--- config.mk ---
export PLATFORM = sky130hd
export DESIGN_NAME = tlb_fill_ctrl
export DESIGN_NICKNAME = d
export VERILOG_FILES = /design/src/rtl/tlb_pkg.sv /design/src/rtl/tlb_cam.sv /design/src/rtl/tlb_fill_ctrl.sv
export SDC_FILE = /design/constraint.sdc
export NUM_CORES = 1
export LEC_CHECK = 0
export ABC_CLOCK_PERIOD_IN_PS = 9200
export BUFFER_PORTS_ARGS = -buffer_cell sky130_fd_sc_hd__buf_4
export CORE_ASPECT_RATIO = 2
export CORE_MARGIN = 2
export CORE_UTILIZATION = 40
export CTS_BUF_LIST = sky130_fd_sc_hd__clkbuf_2 sky130_fd_sc_hd__clkbuf_4 sky130_fd_sc_hd__clkbuf_8
export CTS_CLUSTER_SIZE = 40
export DETAILED_ROUTE_END_ITERATION = 7
export PLACE_DENSITY_LB_ADDON = 0.2
export SKIP_CTS_REPAIR_TIMING = 1
export SYNTH_ARGS = -nofsm -noshare
export SYNTH_HDL_FRONTEND = slang
export SYNTH_SLANG_ARGS = --single-unit
--- constraint.sdc ---
create_clock -name clk -period 9.2 [get_ports clk]
set_input_delay 1.38 -clock clk [delete_from_list [all_inputs] [get_ports clk]]
set_output_delay 1.38 -clock clk [all_outputs]
set_load 0.03 [all_outputs]
--- src/rtl/tlb_pkg.sv ---
// Shared types and constants for the translation cache in front of the page-table walker.
// Provides:
//   tlb_state_e  - fill-controller FSM states
//   tlb_entry_t  - one cache entry {valid, vpn, ppn}
//   vpn_of()     - virtual page number of a 64b virtual address (4 KiB pages)
package tlb_pkg;

   localparam int unsigned BUS_DATA_WIDTH = 64;
   localparam int unsigned VPN_WIDTH      = 36;
   localparam int unsigned PPN_WIDTH      = 44;
   localparam int unsigned PAGE_SHIFT     = 12;
   localparam int unsigned PPN_LSB        = 10;
   localparam int unsigned PTE_V          = 0;

   typedef enum logic [2:0] {
      StIdle,
      StLookup,
      StWalkStart,
      StWalkDrop,
      StWalkWait,
      StFill,
      StResp
   } tlb_state_e;

   typedef struct packed {
      logic                 valid;
      logic [VPN_WIDTH-1:0] vpn;
      logic [PPN_WIDTH-1:0] ppn;
   } tlb_entry_t;

   function automatic logic [VPN_WIDTH-1:0] vpn_of(input logic [BUS_DATA_WIDTH-1:0] va);
      return va[PAGE_SHIFT +: VPN_WIDTH];
   endfunction

endpackage

--- src/rtl/tlb_cam.sv ---
// Fully-associative entry store with parallel VPN compare.
// Ports:
//   clk, reset            - clock, synchronous active-high reset (clears valid bits)
//   clear                 - flash-clear all valid bits on the next edge
//   wr_en/wr_idx/wr_entry - single write port; clear has priority over a write
//   lookup_vpn            - VPN to compare against all valid entries (combinational)
//   hit/hit_idx/hit_ppn   - compare result; lowest matching index wins
module tlb_cam
   import tlb_pkg::*;
#(
   parameter int unsigned TLB_ENTRIES = 8,
   parameter int unsigned IdxW        = $clog2(TLB_ENTRIES)
) (
   input  logic                 clk,
   input  logic                 reset,
   input  logic                 clear,
   input  logic                 wr_en,
   input  logic [IdxW-1:0]      wr_idx,
   input  tlb_entry_t           wr_entry,
   input  logic [VPN_WIDTH-1:0] lookup_vpn,
   output logic                 hit,
   output logic [IdxW-1:0]      hit_idx,
   output logic [PPN_WIDTH-1:0] hit_ppn
);

   tlb_entry_t entries_q [TLB_ENTRIES];

   always_ff @(posedge clk) begin
      if (reset || clear) begin
         for (int i = 0; i < TLB_ENTRIES; i++) begin
            entries_q[i].valid <= 1'b0;
         end
      end else if (wr_en) begin
         entries_q[wr_idx] <= wr_entry;
      end
   end

   // Scan from the top down so the lowest matching index is the one left standing.
   always_comb begin
      hit     = 1'b0;
      hit_idx = '0;
      hit_ppn = '0;
      for (int i = TLB_ENTRIES - 1; i >= 0; i--) begin
         if (entries_q[i].valid && (entries_q[i].vpn == lookup_vpn)) begin
            hit     = 1'b1;
            hit_idx = IdxW'(i);
            hit_ppn = entries_q[i].ppn;
         end
      end
   end

endmodule

--- src/rtl/tlb_fill_ctrl.sv ---
// Translation cache sitting directly in front of the page-table walker.
// A request is looked up in the CAM; a hit answers two cycles after the handshake, a miss
// pulses walk_enable, waits for the walker's leaf PTE, fills a round-robin victim entry and
// answers. One translation is outstanding at a time.
// Ports:
//   clk, reset                        - clock, synchronous active-high reset
//   req_valid/req_ready/req_vaddr     - request handshake (ready only while idle)
//   resp_valid/resp_ack               - response, held until acknowledged
//   resp_paddr/resp_fault             - physical address, or fault with paddr 0
//   flush                             - invalidate every entry
//   walk_enable/walk_vaddr            - walker start pulse and the address being walked
//   walk_ready/walk_pte               - walker done flag and leaf PTE
module tlb_fill_ctrl
   import tlb_pkg::*;
#(
   parameter int unsigned TLB_ENTRIES = 8
) (
   input  logic                      clk,
   input  logic                      reset,
   input  logic                      req_valid,
   output logic                      req_ready,
   input  logic [BUS_DATA_WIDTH-1:0] req_vaddr,
   output logic                      resp_valid,
   input  logic                      resp_ack,
   output logic [BUS_DATA_WIDTH-1:0] resp_paddr,
   output logic                      resp_fault,
   input  logic                      flush,
   output logic                      walk_enable,
   output logic [BUS_DATA_WIDTH-1:0] walk_vaddr,
   input  logic                      walk_ready,
   input  logic [BUS_DATA_WIDTH-1:0] walk_pte
);

   localparam int unsigned IdxW = $clog2(TLB_ENTRIES);
   localparam int unsigned PadW = BUS_DATA_WIDTH - PPN_WIDTH - PAGE_SHIFT;

   tlb_state_e           state_q;
   logic [IdxW-1:0]      victim_q;
   logic                 flush_pend_q;
   logic                 pte_v_q;
   logic [PPN_WIDTH-1:0] pte_ppn_q;

   logic                 cam_hit;
   logic [IdxW-1:0]      cam_hit_idx;
   logic [PPN_WIDTH-1:0] cam_hit_ppn;
   logic                 cam_clear;
   logic                 cam_wr_en;
   tlb_entry_t           cam_wr_entry;
   logic                 unused_bits;

   // A flush seen mid-walk is deferred to FILL so the entry being walked is never kept.
   always_comb begin
      cam_clear = 1'b0;
      if (state_q == StFill) begin
         cam_clear = flush | flush_pend_q;
      end else if (state_q inside {StIdle, StLookup, StResp}) begin
         cam_clear = flush;
      end
   end

   assign cam_wr_en    = (state_q == StFill) && pte_v_q && !cam_clear;
   assign cam_wr_entry = '{valid: 1'b1, vpn: vpn_of(walk_vaddr), ppn: pte_ppn_q};
   assign unused_bits  = ^{walk_pte[BUS_DATA_WIDTH-1:PPN_LSB+PPN_WIDTH],
                           walk_pte[PPN_LSB-1:PTE_V+1], cam_hit_idx};

   tlb_cam #(
      .TLB_ENTRIES (TLB_ENTRIES),
      .IdxW        (IdxW)
   ) u_cam (
      .clk        (clk),
      .reset      (reset),
      .clear      (cam_clear),
      .wr_en      (cam_wr_en),
      .wr_idx     (victim_q),
      .wr_entry   (cam_wr_entry),
      .lookup_vpn (vpn_of(walk_vaddr)),
      .hit        (cam_hit),
      .hit_idx    (cam_hit_idx),
      .hit_ppn    (cam_hit_ppn)
   );

   always_ff @(posedge clk) begin
      if (reset) begin
         state_q      <= StIdle;
         victim_q     <= '0;
         flush_pend_q <= 1'b0;
         pte_v_q      <= 1'b0;
         pte_ppn_q    <= '0;
         req_ready    <= 1'b1;
         resp_valid   <= 1'b0;
         resp_paddr   <= '0;
         resp_fault   <= 1'b0;
         walk_enable  <= 1'b0;
         walk_vaddr   <= '0;
      end else begin
         if (flush && (state_q inside {StWalkStart, StWalkDrop, StWalkWait})) begin
            flush_pend_q <= 1'b1;
         end
         unique case (state_q)
            StIdle: begin
               if (req_valid) begin
                  walk_vaddr <= req_vaddr;
                  req_ready  <= 1'b0;
                  state_q    <= StLookup;
               end
            end
            StLookup: begin
               if (cam_hit) begin
                  resp_paddr <= {{PadW{1'b0}}, cam_hit_ppn, walk_vaddr[PAGE_SHIFT-1:0]};
                  resp_fault <= 1'b0;
                  resp_valid <= 1'b1;
                  state_q    <= StResp;
               end else begin
                  walk_enable <= 1'b1;
                  state_q     <= StWalkStart;
               end
            end
            StWalkStart: begin
               walk_enable <= 1'b0;
               state_q     <= StWalkDrop;
            end
            StWalkDrop: begin
               // Ready left over from the previous walk must not be mistaken for completion.
               if (!walk_ready) begin
                  state_q <= StWalkWait;
               end
            end
            StWalkWait: begin
               if (walk_ready) begin
                  pte_v_q   <= walk_pte[PTE_V];
                  pte_ppn_q <= walk_pte[PPN_LSB +: PPN_WIDTH];
                  state_q   <= StFill;
               end
            end
            StFill: begin
               if (pte_v_q) begin
                  resp_paddr <= {{PadW{1'b0}}, pte_ppn_q, walk_vaddr[PAGE_SHIFT-1:0]};
                  resp_fault <= 1'b0;
               end else begin
                  resp_paddr <= '0;
                  resp_fault <= 1'b1;
               end
               if (cam_wr_en) begin
                  victim_q <= victim_q + IdxW'(1);
               end
               flush_pend_q <= 1'b0;
               resp_valid   <= 1'b1;
               state_q      <= StResp;
            end
            StResp: begin
               if (resp_ack) begin
                  resp_valid <= 1'b0;
                  req_ready  <= 1'b1;
                  state_q    <= StIdle;
               end
            end
            default: begin
               state_q <= StIdle;
            end
         endcase
      end
   end

endmodule

---- Word-level counts from Yosys, hierarchy flattened ----
Memories as Yosys holds them, arrays and structs flattened.
Cells that the tools add are included.
word-level totals
  memories ................................ 1
  logic and storage cells ................. 110
  bits of input ports ..................... 134
  output and inout port bits .............. 132
  RAM bits ................................ 648
  register bits ........................... 184
operators by class
  eq/ne operators ......................... 20
  bitwise logic cells ..................... 1
  $add $sub $neg .......................... 1
  mux-type cells .......................... 46
  reduce and logical (&&, ||, !) cells .... 30
memories
  memory           words  width  rd ports  clocked after memory_dff  write ports  RTL line       RTL
  u_cam.entries_q  8      81     8         0                         8            tlb_cam.sv:26  tlb_entry_t entries_q [TLB_ENTRIES];
operators by type and width
  kind                   number
  $mux W44               8
  $eq A36 B36 Y1         8
  $pmux W64 S2           1
  $mux W81               1
  $reduce_or A81 Y1      1
  $mux W64               1
  $mux W56               1
  $mux W1                22
  $pmux W3 S7            1
  $mux W3                6
  $ne A2 B2 Y1 const B   6
  $logic_and A1 B1 Y1    11
  $reduce_and A2 Y1      5
  $eq A3 B3 Y1 const B   3
  $reduce_bool A3 Y1     3
  $eq A3 B2 Y1 const B   2
  $pmux W1 S2            3
  $reduce_and A3 Y1      2
  $reduce_bool A2 Y1     3
  $reduce_and A4 Y1      1
  $add A3 B1 Y3 const B  1
  $eq A3 B1 Y1 const B   1
  $logic_not A3 Y1       1
  $pmux W1 S3            1
  other kinds (5)        5

---- Depth between registers and ports, before layout ----
Gate-level depths: netlist of run 1.
An unclocked memory read counts as a cell.
  word-level depth ........................ 13
  mapped depth ............................ 12
  gate-level depth less buffers ........... 8

---- Modules after synthesis ----
From an unflattened synthesis of run 1, not the netlist that was laid out.
second synthesis, totals
  cells, all modules ...................... 2420
  area total of the unflattened synthesis .. 33314.5 µm²
modules (own cells, without submodules)
  module         seq. area each (µm²)  times used  area each (µm²)  cells an instance
  tlb_cam        19458.7               1           26442.9          1595
  tlb_fill_ctrl  3523.4                1           6871.6           825

---- Least setup slack after synthesis of run 1 ----
No wires, ideal clock.
  path type ............................... in2reg
  start ................................... input port flush
  end ..................................... memory u_cam.entries_q[0][0] (netlist bit), enable pin
  path slack .............................. 1.066 ns
  buffers on the path ..................... 0
  stages .................................. 4
  data arrival time ....................... 7.515 ns
  library setup time ...................... 0.619 ns
  required time ........................... 8.581 ns
  path through ............................ nor2_1 -> nand2_1 -> or3_1 -> nor3_1
RTL lines
  what             RTL line             RTL
  start, declared  tlb_fill_ctrl.sv:27  input logic flush,
  end, declared    tlb_cam.sv:26

==> impl_summary.log, run 1 <==
[metrics] Cell Area, Synth: 0.0338 mm2
[metrics] number of warning messages in the yosys log: 0
[metrics] Slew Limit Fails: 0
[metrics] beginning of the worst hold path: u_cam.entries_q[2][80]
[metrics] Design Power: 7530 uW
[metrics] Root Buffer Master: clkbuf_8
[metrics] type of the worst setup path: reg2reg
[metrics] total negative slack: 0 ns
[metrics] global-route wire length before repair: 142 mm
[metrics] post-layout minimum cycle time: 4.63 ns
[metrics] share of synthesized registers carrying an async set or reset: 0%
[metrics] final period utilization: 50.3%
[metrics] largest area contributor in the netlist: edfxtp_1
[metrics] R2R Path Start: state_q[0]
[metrics] Fmax: 216 MHz
[metrics] final setup slack of the worst path: 4.57 ns
[metrics] DRC violation total after the first TritonRoute iteration: 1547
[metrics] Wirelength per Cell: 24.1 um
[metrics] die boundary width: 210 um
[metrics] DRC errors left: 0
[metrics] CTS tree: yes
[metrics] power per standard cell area: 193 mW/mm2
[metrics] sequential cell area fraction in the yosys report: 67.7%
[metrics] final non-filler cell total: 4005
[metrics] vias in the first global route: 22600
[metrics] startpoint class of the critical path: flop
[metrics] internal power: 5790 uW
[metrics] Placed Instances: 3783
[metrics] worst-case clock buffer depth: 3
[metrics] combinational group share of total power: 5.9%
[metrics] per-cell via count in the routed design: 5.50
[metrics] clk slew on worst S/H paths: 0.07 ns
[metrics] global-route usage over all layers: 22.1%
[metrics] number of nets in the layout: 2972
[metrics] Clock Skew: 0.0537 ns
[metrics] headroom to the max-slew limit: 25.5%
[metrics] r2r setup slk: 4.57 ns
[metrics] area fraction of the dominant cell type after synthesis: 56.8%
[metrics] worst slack at placement: 4.38 ns
[metrics] final hold viol count: 0
[metrics] number of iterations in the first detailed-routing pass: 6
[metrics] WHS: 0.456 ns
[metrics] worst supply voltage drop on vdd: 130 uV
[metrics] maximum fanout count along the critical path: 49
[metrics] initial antenna violation count: 4
[metrics] Via Count: 22000
[metrics] Routed Antenna Nets: 0
[metrics] capturing point of the worst reg2reg path: u_cam.entries_q[4][48]
[metrics] switching power as a share of total power: 23.1%
[metrics] Seq cells post-synth: 824
[metrics] Post-Synthesis Cells: 2586
[metrics] share of total power in the clock network: 40.2%
[metrics] data required time of the worst path: 9.60 ns
[metrics] number of buffers inserted by port buffering: 238
[metrics] global placer's final weighted congestion: 0.772
[metrics] largest cells by area after synthesis: edfxtp_1 57%, dfxtp_1 11%, xor2_1 4.5%
[metrics] share of cells above drive strength 1: 20.2%
[metrics] Total Wirelength: 96.5 mm
[metrics] H-tree levels: 3
[metrics] power share of the sequential group: 53.9%
[metrics] Top FF cell, synth: edfxtp_1
[metrics] most common library cells after synthesis: 640 x edfxtp_1, 373 x nand2_1, 204 x a21oi_1
[metrics] insertion delay to the later sink of the worst-skew pair: 0.80 ns
[metrics] final count of negative-setup-slack endpoints: 0
[metrics] maximum capacitance violations: 0
[metrics] total CTS buffers: 116
[metrics] mean instance size in the synthesized netlist: 13.1 um2
[metrics] Area growth, synth to finish: 15.4%
[metrics] Vert. Die Dim: 415 um
[metrics] transition time at the pin with the least slew margin: 1.12 ns
[metrics] r2r worst-path depth: 8
[metrics] detailed placer's ending HPWL: 56.4 mm
[metrics] pin count of the biggest net entering global routing: 85
[metrics] top-count cell post-synth: edfxtp_1
[metrics] data arrival time of the critical path: 5.03 ns
[metrics] Yosys cell types: 64
[metrics] switching power: 1740 uW
[metrics] Hold Path Cell Cnt: 1
[metrics] number of sinks on the clock net: 824
[metrics] endpoint with the worst hold slack: u_cam.entries_q[2][80]
[metrics] outcome: finished, final reports clean
[metrics] number of placement rows: 150
[metrics] unrepaired setup endpoints after global routing: false
[metrics] number of top-level pins: 266
[metrics] endpoint class of the critical path: flop
[metrics] hold crit path type: reg2reg
[metrics] EDFF count, synth: 640
[metrics] initial core utilization: 40.4%
[metrics] total gr overflow: 0
[metrics] static leakage power: 0.0129 uW
[metrics] core area: 0.0837 mm2
[metrics] floorplan die area: 0.0870 mm2
[metrics] number of filler cells placed in the layout: 7471
==> cells in the final DEF (no fill, tap or decap), types with 12 or more instances in the layout <==
cell type | netlist | layout
a211oi_1 | 42 | 42
a21oi_1 | 204 | 204
a311o_1 | 42 | 42
and2_1 | 44 | 44
buf_4 | 27 | 313
clkbuf_4 | 0 | 52
clkbuf_8 | 0 | 136
clkinv_1 | 0 | 12
dfxtp_1 | 184 | 183
edfxtp_1 | 640 | 640
inv_1 | 13 | 13
nand2_1 | 373 | 372
nand2b_1 | 47 | 47
nand3_1 | 70 | 70
nand4_1 | 38 | 38
nor2_1 | 108 | 102
nor3_1 | 53 | 51
nor3b_1 | 45 | 45
nor4_1 | 45 | 45
o21ai_0 | 16 | 16
o221ai_2 | 40 | 40
o311ai_0 | 42 | 42
xnor2_1 | 106 | 106
xor2_1 | 172 | 172
==> logic make-up (layout without fill, tap and decap cells) <==
logic type,Yosys count,after routing,synth area share [%]
compound gates,423,423,9.28
xor+xnor,278,278,7.20
simple gates,858,858,12.3
flops,824,824,67.7
other cells,1,10,0.0111
buf+inv,201,547,3.47
fa+ha+maj,1,1,0.0370
==> stage by stage <==
step | area [um2] | utilization [%]
global route | 39000 | 46.6
floorplan | 33800 | -
detailed placement | 36500 | 43.6
finish | 39000 | 46.6
CTS | 39000 | 46.6
global placement | 36500 | 43.6
==> how the worst max path moves through the flow <==
stage | endpoint | cells past startpoint | startpoint
floorplan | u_cam.entries_q[0][0] | 4 | flush
global route | u_cam.entries_q[4][72] | 8 | state_q[0]
finish | u_cam.entries_q[4][48] | 8 | state_q[0]
detailed placement | u_cam.entries_q[7][13] | 5 | reset
global placement | u_cam.entries_q[7][5] | 5 | reset
CTS | u_cam.entries_q[2][73] | 7 | state_q[0]
==> layout make-up <==
class	instances	area [um2]	area share, %
inverter	13	48.8	0.125
multi-input combinational	1568	9860	25.3
tap	1064	1330	3.41
sequential	824	22900	58.7
timing repair buffer	314	2360	6.05
clock inverter	32	234	0.600
clock buffer	188	2260	5.80
antenna	2	5.00	0.0128
==> state kept, by name, summed over array words and instances, names as in the netlist <==
register / cells
flush_pend_q: 1
pte_ppn_q: 44
pte_v_q: 1
req_ready: 1
resp_fault: 1
resp_paddr: 56
resp_valid: 1
state_q: 3
u_cam.entries_q: 648
victim_q: 3
walk_enable: 1
walk_vaddr: 64
==> worst max-delay path: stages (launching register included) <==
cell	delay, ns
dfxtp_1	0.57
nor2b_4	0.21
buf_4	0.69
and3_2	0.37
nand2_1	0.11
or3_1	0.49
nor2_4	0.43
buf_4	0.50
buf_4	0.75
==> power groups by stage <==
stage	clock network, uW	logic, uW	registers (uW)
detailed placement	0	455	4140
global route	3240	485	4060
CTS	3110	456	4060
finish	3020	448	4060
global placement	0	445	4130
floorplan	0	234	4170
==> routing by layer <==
metal | global-route usage, % | up-vias | part of all wire, %
li1 | - | 9961 | -
met1 | 24.2 | 11100 | 37
met2 | 41.6 | 742 | 54
met3 | 3.49 | 198 | 5.1
met4 | 9.56 | 4 | 3.9
met5 | 0 | - | 0.024
Note: power is estimated with default switching activity, not from simulation.
==> run 2: changes to the inputs <==
--- a/config.mk
+++ b/config.mk
@@ -5,7 +5,8 @@
 export SDC_FILE = /design/constraint.sdc
 export NUM_CORES = 1
 export LEC_CHECK = 0
-export ABC_CLOCK_PERIOD_IN_PS = 9200
+export ABC_AREA = 1
+export ABC_CLOCK_PERIOD_IN_PS = 4000
 export BUFFER_PORTS_ARGS = -buffer_cell sky130_fd_sc_hd__buf_4
 export CORE_ASPECT_RATIO = 2
 export CORE_MARGIN = 2
==> constraint.sdc (replaced) <==
create_clock -name clk -period 4 [get_ports clk]
set_input_delay 0.6 -clock clk [delete_from_list [all_inputs] [get_ports clk]]
set_output_delay 0.6 -clock clk [all_outputs]
set_load 0.03 [all_outputs]
==> impl_summary.log, run 2 <==
[metrics] Slowest Stage Delay on Critical Path: 0.63 ns
[metrics] static leakage power: 0.0165 uW
[metrics] r2r setup slk: 0.78 ns
[metrics] type of the worst setup path: reg2reg
[metrics] worst supply voltage drop on vdd: 372 uV
[metrics] initial antenna violation count: 2
[metrics] Design Power: 21300 uW
[metrics] CTS tree: yes
[metrics] metal3 WL: 4.86 mm
[metrics] utilization after layout: 47.9%
[metrics] number of nets in the layout: 3941
[metrics] Via Count: 25400
[metrics] Placed Instances: 4844
[metrics] final count of negative-setup-slack endpoints: 0
[metrics] global-route usage over all layers: 24.5%
[metrics] hold crit path type: in2reg
[metrics] insertion delay to the later sink of the worst-skew pair: 0.80 ns
[metrics] global-route wire length before repair: 157 mm
[metrics] maximum fanout count along the critical path: 44
[metrics] max FFs per register: 648
[metrics] Post-Synthesis Cells: 3480
[metrics] power per standard cell area: 517 mW/mm2
[metrics] number of top-level pins: 266
[metrics] number of warning messages in the yosys log: 0
[metrics] share of synthesized registers carrying an async set or reset: 0%
[metrics] switching power as a share of total power: 30.8%
[metrics] final period utilization: 80.4%
[metrics] Cell Area, Synth: 0.0346 mm2
[metrics] final non-filler cell total: 5065
[metrics] largest area contributor in the netlist: edfxtp_1
[metrics] Fmax: 311 MHz
[metrics] clk slew on worst S/H paths: 0.06 ns
[metrics] endpoint with the worst hold slack: walk_vaddr[28]
[metrics] area fraction of the dominant cell type after synthesis: 55.5%
[metrics] data arrival time of the critical path: 3.93 ns
[metrics] total negative slack: 0 ns
[metrics] EDFF count, synth: 640
[metrics] floorplan die area: 0.0891 mm2
[metrics] outcome: finished, final reports clean
[metrics] Total Wirelength: 109 mm
[metrics] pin count of the biggest net entering global routing: 154
[metrics] detailed route wirelength on metal2: 58.4 mm
[metrics] routed length on met1: 37.8 mm
[metrics] Slew Limit Fails: 0
[metrics] Vert. Die Dim: 420 um
[metrics] most common library cells after synthesis: 931 x nand2_1, 640 x edfxtp_1, 363 x nor2_1
[metrics] WHS: 0.0835 ns
[metrics] share of total power in the clock network: 32.7%
[metrics] transition time at the pin with the least slew margin: 1.13 ns
[metrics] capturing point of the worst reg2reg path: resp_paddr[54]
[metrics] top-count cell post-synth: nand2_1
[metrics] Seq cells post-synth: 824
[metrics] data required time of the worst path: 4.71 ns
[metrics] number of sinks on the clock net: 824
[metrics] worst-case clock buffer depth: 3
[metrics] final hold viol count: 0
[metrics] core area: 0.0858 mm2
[metrics] Top FF cell, synth: edfxtp_1
[metrics] largest registers: u_cam.entries_q x648, walk_vaddr x64, resp_paddr x56
[metrics] Max stage delay cell, worst path: buf_4
[metrics] H-tree levels: 3
[metrics] DRC errors left: 0
[metrics] startpoint class of the critical path: flop
[metrics] internal power: 14700 uW
[metrics] Wirelength per Cell: 21.5 um
[metrics] most common library cell in the layout ignoring fill and taps: nand2_1
[metrics] vias in the first global route: 24600
[metrics] r2r worst-path depth: 12
[metrics] Hold Path Cell Cnt: 3
[metrics] per-cell via count in the routed design: 5.02
[metrics] critical path, cell by cell: buf_4, nor2_1, nor4_1, nand4_1, nor2_4, buf_4, a21oi_1, o21ai_1, inv_1, nand2_1, nand2_1, a21oi_1
[metrics] total gr overflow: 0
[metrics] largest cells by area after synthesis: edfxtp_1 55%, dfxtp_1 11%, nand2_1 10%
[metrics] Area growth, synth to finish: 18.6%
[metrics] most frequent cells in the layout: 929 x nand2_1, 640 x edfxtp_1, 355 x nor2_1
[metrics] detailed placer's ending HPWL: 72.3 mm
[metrics] DRC violation total after the first TritonRoute iteration: 1938
[metrics] headroom to the max-slew limit: 24.5%
[metrics] Yosys cell types: 48
[metrics] Routed Antenna Nets: 0
[metrics] largest reg by FF count: u_cam.entries_q
[metrics] number of placement rows: 152
[metrics] share of cells above drive strength 1: 16.9%
[metrics] beginning of the worst hold path: req_vaddr[28]
[metrics] maximum capacitance violations: 0
[metrics] endpoint class of the critical path: flop
[metrics] power share of the sequential group: 47.3%
[metrics] number of iterations in the first detailed-routing pass: 5
[metrics] start point of the critical path: walk_vaddr[47]
[metrics] uppermost metal layer occupied by signal nets: met4
[metrics] sequential cell area fraction in the yosys report: 66.1%
[metrics] Clock Skew: 0.0409 ns
[metrics] combinational group share of total power: 19.9%
[metrics] mean instance size in the synthesized netlist: 9.96 um2
[metrics] switching power: 6540 uW
[metrics] number of buffers inserted by port buffering: 238
[metrics] total CTS buffers: 115
[metrics] die boundary width: 212 um
[metrics] R2R Path Start: walk_vaddr[47]
[metrics] Root Buffer Master: clkbuf_8
[metrics] post-layout minimum cycle time: 3.22 ns
[metrics] global placer's final weighted congestion: 0.949
[metrics] initial core utilization: 40.4%
[metrics] unrepaired setup endpoints after global routing: false
-- run 2: critical path: cells and delay by family, from the launching register on --
kind / cells / cell delay (ns)
buffers and inverters: 3 / 1.01
AOI/OAI and AO/OA: 3 / 0.34
DFF: 1 / 0.49
and+or+nand+nor: 6 / 1.27
-- run 2: per-layer routing --
metal	vias to the layer above	GRT usage, %
li1	12200	-
met1	12100	24.8
met2	842	45.7
met3	271	3.24
met4	0	17.2
met5	-	0
-- run 2: kinds of logic after synthesis --
family | after synthesis | synth area share (%)
xor+xnor | 74 | 1.87
flops | 824 | 66.1
simple gates | 1445 | 16.5
buf+inv | 525 | 6.21
compound gates | 610 | 9.26
other cells | 1 | 0.0108
fa+ha+maj | 1 | 0.0361
-- run 2: how the worst max path moves through the flow --
stage / to / slack [ns] / depth (start not counted)
final: resp_paddr[54] / 0.78 / 12
after global routing: u_cam.entries_q[3][61] / 0.46 / 15
after CTS: u_cam.entries_q[4][15] / 0.73 / 12
after detailed placement: u_cam.entries_q[4][5] / 0.79 / 12
after global placement: u_cam.entries_q[4][5] / 0.89 / 12
after floorplan: u_cam.entries_q[1][0] / -0.17 / 12
-- run 2: through the flow --
| step | worst slack, ns | instance area, um2 |
|---|---|---|
| floorplan | -0.169 | 34700 |
| global placement | 0.890 | 38600 |
| finish | 0.784 | 41100 |
| CTS | 0.732 | 41100 |
| global route | 0.456 | 41100 |
| detailed placement | 0.793 | 38600 |
-- run 2: layout make-up --
class	instances	area (um2)
Antenna cell	2	5.00
Clock buffer	182	2170
Clock inverter	37	288
Fill cell	7987	44700
Inverter	346	1300
Multi-Input combinational cell	2138	9730
Sequential cell	824	22900
Tap cell	1155	1450
Timing Repair Buffer	381	3250
-- run 2: power by group through the flow --
stage / clock network, uW / registers, uW / logic (uW)
floorplan: 0 / 10800 / 1670
global placement: 0 / 10200 / 4190
detailed placement: 0 / 10200 / 4210
CTS: 7130 / 10100 / 4230
global route: 7450 / 10100 / 4500
finish: 6960 / 10100 / 4240
